<file path="config.mk">
export PLATFORM = sky130hd
export DESIGN_NAME = matrix_frame_buffer
export DESIGN_NICKNAME = d
export VERILOG_FILES = /design/src/rtl/matrix_frame_buffer.sv
export SDC_FILE = /design/constraint.sdc
export NUM_CORES = 1
export LEC_CHECK = 0
export CORE_MARGIN = 4
export CORE_UTILIZATION = 45
export CTS_BUF_LIST = sky130_fd_sc_hd__clkbuf_4
export CTS_CLUSTER_DIAMETER = 50
export DETAILED_ROUTE_END_ITERATION = 16
export PLACE_DENSITY = 0.7
export REMOVE_ABC_BUFFERS = 1
export SYNTH_ARGS = -nofsm -noshare
export SYNTH_HDL_FRONTEND = slang
export SYNTH_SLANG_ARGS = --single-unit
</file>
<file path="constraint.sdc">
create_clock -name clock -period 1.6 [get_ports clock]
set_clock_uncertainty 0.05 [all_clocks]
set_input_delay 0.32 -clock clock [delete_from_list [all_inputs] [get_ports clock]]
set_output_delay 0.32 -clock clock [all_outputs]
set_load 0.05 [all_outputs]
</file>
<file path="src/rtl/matrix_frame_buffer.sv">
// matrix_frame_buffer
// 8x8 (parameterisable) frame store that feeds the matrix LED row scanner.
// A producer writes row words over a valid/ready port; the scanner's one-hot
// row select picks the displayed row word combinationally.
//
// Build option: define MATRIX_FB_DOUBLE_BUFFER_EN for double buffering.
//   Defined  : writes go to a back buffer; a wr_last commit swaps front and
//              back on the scanner's next frame_start, so the display never
//              shows a half-written frame.
//   Undefined: a single buffer is written in place and is visible on the
//              next cycle; wr_ready is always 1 and frame_start is unused.
module matrix_frame_buffer #(
  parameter int ROWS = 8,
  parameter int COLS = 8
) (
  input  logic                     clock,
  input  logic                     reset_n,
  input  logic                     wr_valid,
  output logic                     wr_ready,
  input  logic [$clog2(ROWS)-1:0]  wr_row,
  input  logic [COLS-1:0]          wr_data,
  input  logic                     wr_last,
  input  logic [ROWS-1:0]          scan_row,
  input  logic                     frame_start,
  output logic [COLS-1:0]          scan_data,
  output logic                     swap_pending,
  output logic [7:0]               frame_count
);

  // Row words currently on display, one per row.
  logic [COLS-1:0] front [ROWS];

  // A row select with zero or several bits set must blank the columns.
  logic sel_onehot;
  assign sel_onehot = (scan_row != '0) && ((scan_row & (scan_row - ROWS'(1))) == '0);

  logic wr_fire;
  assign wr_fire = wr_valid && wr_ready;

`ifdef MATRIX_FB_DOUBLE_BUFFER_EN

  typedef enum logic {
    FILL      = 1'b0,
    WAIT_SWAP = 1'b1
  } fb_state_t;

  fb_state_t       state;
  logic            front_sel;
  logic [COLS-1:0] buf_a [ROWS];
  logic [COLS-1:0] buf_b [ROWS];

  // Commit/swap FSM; wr_ready and swap_pending are registered with the state.
  always_ff @(posedge clock or negedge reset_n) begin
    if (!reset_n) begin
      state        <= FILL;
      wr_ready     <= 1'b1;
      swap_pending <= 1'b0;
      front_sel    <= 1'b0;
      frame_count  <= 8'd0;
    end else begin
      case (state)
        FILL: begin
          // A frame_start here is ignored, including one that coincides
          // with the wr_last acceptance: the swap needs a later pulse.
          if (wr_fire && wr_last) begin
            state        <= WAIT_SWAP;
            wr_ready     <= 1'b0;
            swap_pending <= 1'b1;
          end
        end
        WAIT_SWAP: begin
          if (frame_start) begin
            state        <= FILL;
            wr_ready     <= 1'b1;
            swap_pending <= 1'b0;
            front_sel    <= ~front_sel;
            frame_count  <= frame_count + 8'd1;
          end
        end
        default: begin
          state        <= FILL;
          wr_ready     <= 1'b1;
          swap_pending <= 1'b0;
        end
      endcase
    end
  end

  // Accepted words land in the back buffer (the one not selected by front_sel).
  always_ff @(posedge clock or negedge reset_n) begin
    if (!reset_n) begin
      for (int i = 0; i < ROWS; i++) begin
        buf_a[i] <= '0;
        buf_b[i] <= '0;
      end
    end else if (wr_fire) begin
      if (front_sel) buf_a[wr_row] <= wr_data;
      else           buf_b[wr_row] <= wr_data;
    end
  end

  // Front buffer view; no copy is made on a swap, only the selector flips.
  always_comb begin
    for (int k = 0; k < ROWS; k++) begin
      front[k] = front_sel ? buf_b[k] : buf_a[k];
    end
  end

`else

  logic [COLS-1:0] buf_a [ROWS];
  logic            unused_frame_start;

  assign unused_frame_start = frame_start;
  assign wr_ready           = 1'b1;
  assign swap_pending       = 1'b0;

  // Frames are counted at the producer's wr_last, since there is no swap.
  always_ff @(posedge clock or negedge reset_n) begin
    if (!reset_n) begin
      frame_count <= 8'd0;
    end else if (wr_fire && wr_last) begin
      frame_count <= frame_count + 8'd1;
    end
  end

  // Single buffer written in place; visible on scan_data from the next cycle.
  always_ff @(posedge clock or negedge reset_n) begin
    if (!reset_n) begin
      for (int i = 0; i < ROWS; i++) begin
        buf_a[i] <= '0;
      end
    end else if (wr_fire) begin
      buf_a[wr_row] <= wr_data;
    end
  end

  // The only buffer is the displayed one.
  always_comb begin
    for (int k = 0; k < ROWS; k++) begin
      front[k] = buf_a[k];
    end
  end

`endif

  // Row select decode: OR of the front words gated by a valid one-hot select.
  always_comb begin
    scan_data = '0;
    for (int k = 0; k < ROWS; k++) begin
      if (sel_onehot && scan_row[k]) scan_data = scan_data | front[k];
    end
  end

endmodule

</file>
==> flow_metrics.py <==
metrics = {
    "logic_synthesis": {
        "synthMuxAreaShare": 0.2208,
        "syn_area_per_cell_um2": 13.59,
        "synth-compound-area-share": 0.1004,
        "netlist_instances": 244,
        "synthDistinctLibCells": 28,
        "yosysWarningCount": 0,
        "synthSimpleGateAreaFrac": 0.08604,
        "ys_top_cells_by_area": "dfrtp_1, mux2_2, a22oi_1, o2bb2ai_1, nand3_1",
        "synth_top_area_cell": "dfrtp_1",
        "synth_top_family_by_area": "multiplexers",
        "synth-seq-cells": 72,
        "synth_top_area_frac": 0.5434,
        "synthXorXnorAreaFrac": 0.01849,
        "synth_fa_ha_area_frac": 0.003774,
        "synth_area_um2": 3316,
        "seq_area_frac_synth": 0.5434,
    },
    "finish": {
        "area_growth_pct": 41.96,
        "fillCellCount": 546,
        "fin_cells": 419,
        "fin_util": 0.6524,
        "drive_gt1_frac": 0.5110,
        "nNetsFinal": 339,
    },
    "placed_design": {
        "dp_slack_ns": -0.9682,
        "gp_congestion": 0.7651,
        "port_buffers": 38,
        "hpwlAfterDp_um": 5718,
        "placed_cells": 399,
    },
    "sta": {
        "setup_viol": 8,
        "fin_ws_ns": -0.4314,
        "grt_setup_unrepaired": "true",
        "post-route-period-util": 1.270,
        "slew_viol_final": 0,
        "fin_crit_ns": 2.031,
        "fmax_ghz": 0.4923,
        "hold_viol_final": 0,
    },
    "drt": {
        "routed_via_density": 5.589,
        "dr_total_vias": 2342,
        "ant_nets": 0,
        "route.detailed.drc": 0,
        "drt-initial-drc-count": 124,
        "drt-pass1-iter-count": 4,
        "wl_um": 8218,
        "post_drt_wl_per_cell_um": 19.61,
    },
    "floorplanning": {
        "ios": 42,
        "initial_core_util": 0.4596,
        "die_area_um2": 8806,
        "rows": 31,
        "die_h_um": 93.84,
        "core_um2": 7214,
        "chipWidth_um": 93.84,
    },
    "cts": {
        "htree_num_levels": 3,
        "cts_buffers": 9,
        "cts_root_buf": "clkbuf_4",
        "clk_latency_ns": 0.42,
        "cts.reportedPaths.clkPinSlew_ns": 0.12,
        "clock_path_buffers": 2,
        "cts_tree": "built",
        "clock-sinks": 72,
    },
    "worst_setup_path": {
        "critPathRequiredTime_ns": 1.23,
        "cp_common_cell": "buf_8",
        "end_kind": "output port",
        "cpPeakStageDelay_ns": 0.22,
        "arrival_ns": 1.66,
        "path_cells": "buf_8, buf_4, a211oi_1, nor2_1, nor3_1, nand2b_4, buf_8, o2bb2ai_4, buf_16",
        "worst_path_max_delay_cell": "a211oi_1",
        "critical_path_class": "in2out",
        "worst_setup_path_start_kind": "input pin",
        "crit_fanout": 4,
    },
    "pwr": {
        "power_leakage_nw": 1.988,
        "power_frac_comb": 0.294,
        "powerDensity_nw_per_um2": 1169,
        "pwr-share-clk": 0.240,
        "p_int_mw": 3.737,
        "switching_power_mw": 1.765,
        "pwr-share-seq": 0.467,
        "p_total_mw": 5.503,
        "swShare": 0.3208,
        "vdd_drop_max_uv": 552.5,
    },
    "job": {
        "max-cap-violations": 0,
    },
    "grt": {
        "grt_max_degree": 73,
        "grt_pass1_vias": 2517,
        "grt-ovfl-total": 0,
        "track_usage": 0.2037,
        "grt_pass1_wl_um": 13370,
        "antenna_found_initial": 0,
    },
    "worst_hold_path": {
        "hold_class": "in2async",
    },
    "run_status": {
        "violations": "setup timing",
        "status": "complete, but fails checks",
    },
}
==> placed cells by master (no fill, tap or decap), types with 2 or more instances in the layout <==
cell type and instances:
buf_16 6, dfrtp_1 72, nand4b_1 5, clkdlybuf4s15_2 2, nand3_2 2, nand3_1 9, clkinv_2 2, nor3b_4 2
and3_1 4, nand2_1 4, bufinv_16 2, buf_2 3, nor2b_4 2, buf_12 16, nor2_2 2, clkdlybuf4s50_1 13
mux2_2 65, nand2b_4 2, clkbuf_4 9, conb_1 2, xnor2_1 4, o2bb2ai_4 8, xor2_1 3, clkbuf_16 2
dlygate4sd2_1 2, buf_8 4, buf_4 24, a22oi_1 31
==> power by group through the flow <==
| stage | combinational [mW] | clock, mW | sequential (mW) |
|---|---|---|---|
| final | 1.62 | 1.32 | 2.57 |
| after global routing | 1.72 | 1.41 | 2.63 |
| after detailed placement | 1.53 | 0 | 2.59 |
| after global placement | 1.48 | 0 | 2.56 |
| after floorplan | 0.610 | 0 | 2.72 |
| after CTS | 1.61 | 1.33 | 2.55 |
==> cell families (layout without fill, tap and decap cells) <==
family	count (synthesis)	after routing
DFF	72	72
muxes	65	65
buffers and inverters	15	90
xor gates and xnor gates	7	7
AOI/OAI and AO/OA	43	43
other	2	3
adders and majority gates	1	1
and+or+nand+nor	39	39
==> layer usage <==
metal  vias up  global-route usage  wire, um
met3        18             0.04567       319
li1       1069                   -         -
met2        61              0.3176      4079
met5         -                   0         0
met1      1194              0.2677      3611
met4         0             0.09988       208
==> layout make-up <==
class / instances / area, um^2 / area share
Timing Repair Buffer: 74 / 982.2 / 0.2087
Clock buffer: 9 / 67.56 / 0.01435
Sequential cell: 72 / 1802 / 0.3828
Multi-Input combinational cell: 157 / 1634 / 0.3472
Antenna cell: 1 / 2.502 / 0.0005316
Clock inverter: 7 / 95.09 / 0.02020
Tap cell: 99 / 123.9 / 0.02632
==> metrics by stage <==
step           hold slack (ns)  instance area, um^2  setup TNS [ns]
2_1_floorplan         -0.02559                 3233          -3.566
4_1_cts                 0.3819                 4682          -3.344
3_3_place_gp            0.3213                 4240          -27.44
6_report                0.3756                 4707          -3.398
3_5_place_dp            0.3271                 4240          -28.85
5_1_grt                 0.3824                 4705          -3.926
==> cell usage after synthesis, drive strengths merged <==
library cell / n
nand4b: 5
nor2: 3
ha: 1
nor2b: 2
conb: 2
nand3: 11
xnor2: 4
buf: 11
nor3: 3
and3: 5
o2bb2ai: 8
nand2b: 2
dfrtp: 72
nor3b: 2
clkbuf: 4
xor2: 3
a211oi: 2
nand4: 1
mux2: 65
a22oi: 32
o211ai: 1
nor4: 1
nand2: 4
==> registers in the layout, indices dropped and copies added (netlist names) <==
register,flops
buf_a,64
frame_count,8
==> final timing paths <==
path	startpoint	to	slack, ns	depth (start not counted)
worst max-delay path	scan_row[3]	scan_data[5]	-0.43	9
worst min-delay path	reset_n	buf_a[58]	0.38	3
worst max register to register	frame_count[2]	frame_count[5]	0.12	5
worst min register to register	buf_a[61]	buf_a[61]	0.47	1
max in group asynchronous	reset_n	buf_a[3]	0.81	3
min in group clock	buf_a[61]	buf_a[61]	0.47	1
==> worst max-delay path: cells and delay by family <==
| kind | cells | cell delay, ns |
|---|---|---|
| and+or+nand+nor | 3 | 0.43 |
| buffers and inverters | 4 | 0.53 |
| AOI/OAI and AO/OA | 2 | 0.36 |
==> repair_timing <==
action	CTS	global route
endpoints found under the setup margin	8	8
hold buffers	1	0
cloned	0	0
resized for setup	74	8
buffers inserted	2	0
pin swaps	4	4
hold endpoints to repair	72	0
Note: power is estimated with default switching activity, not from simulation.
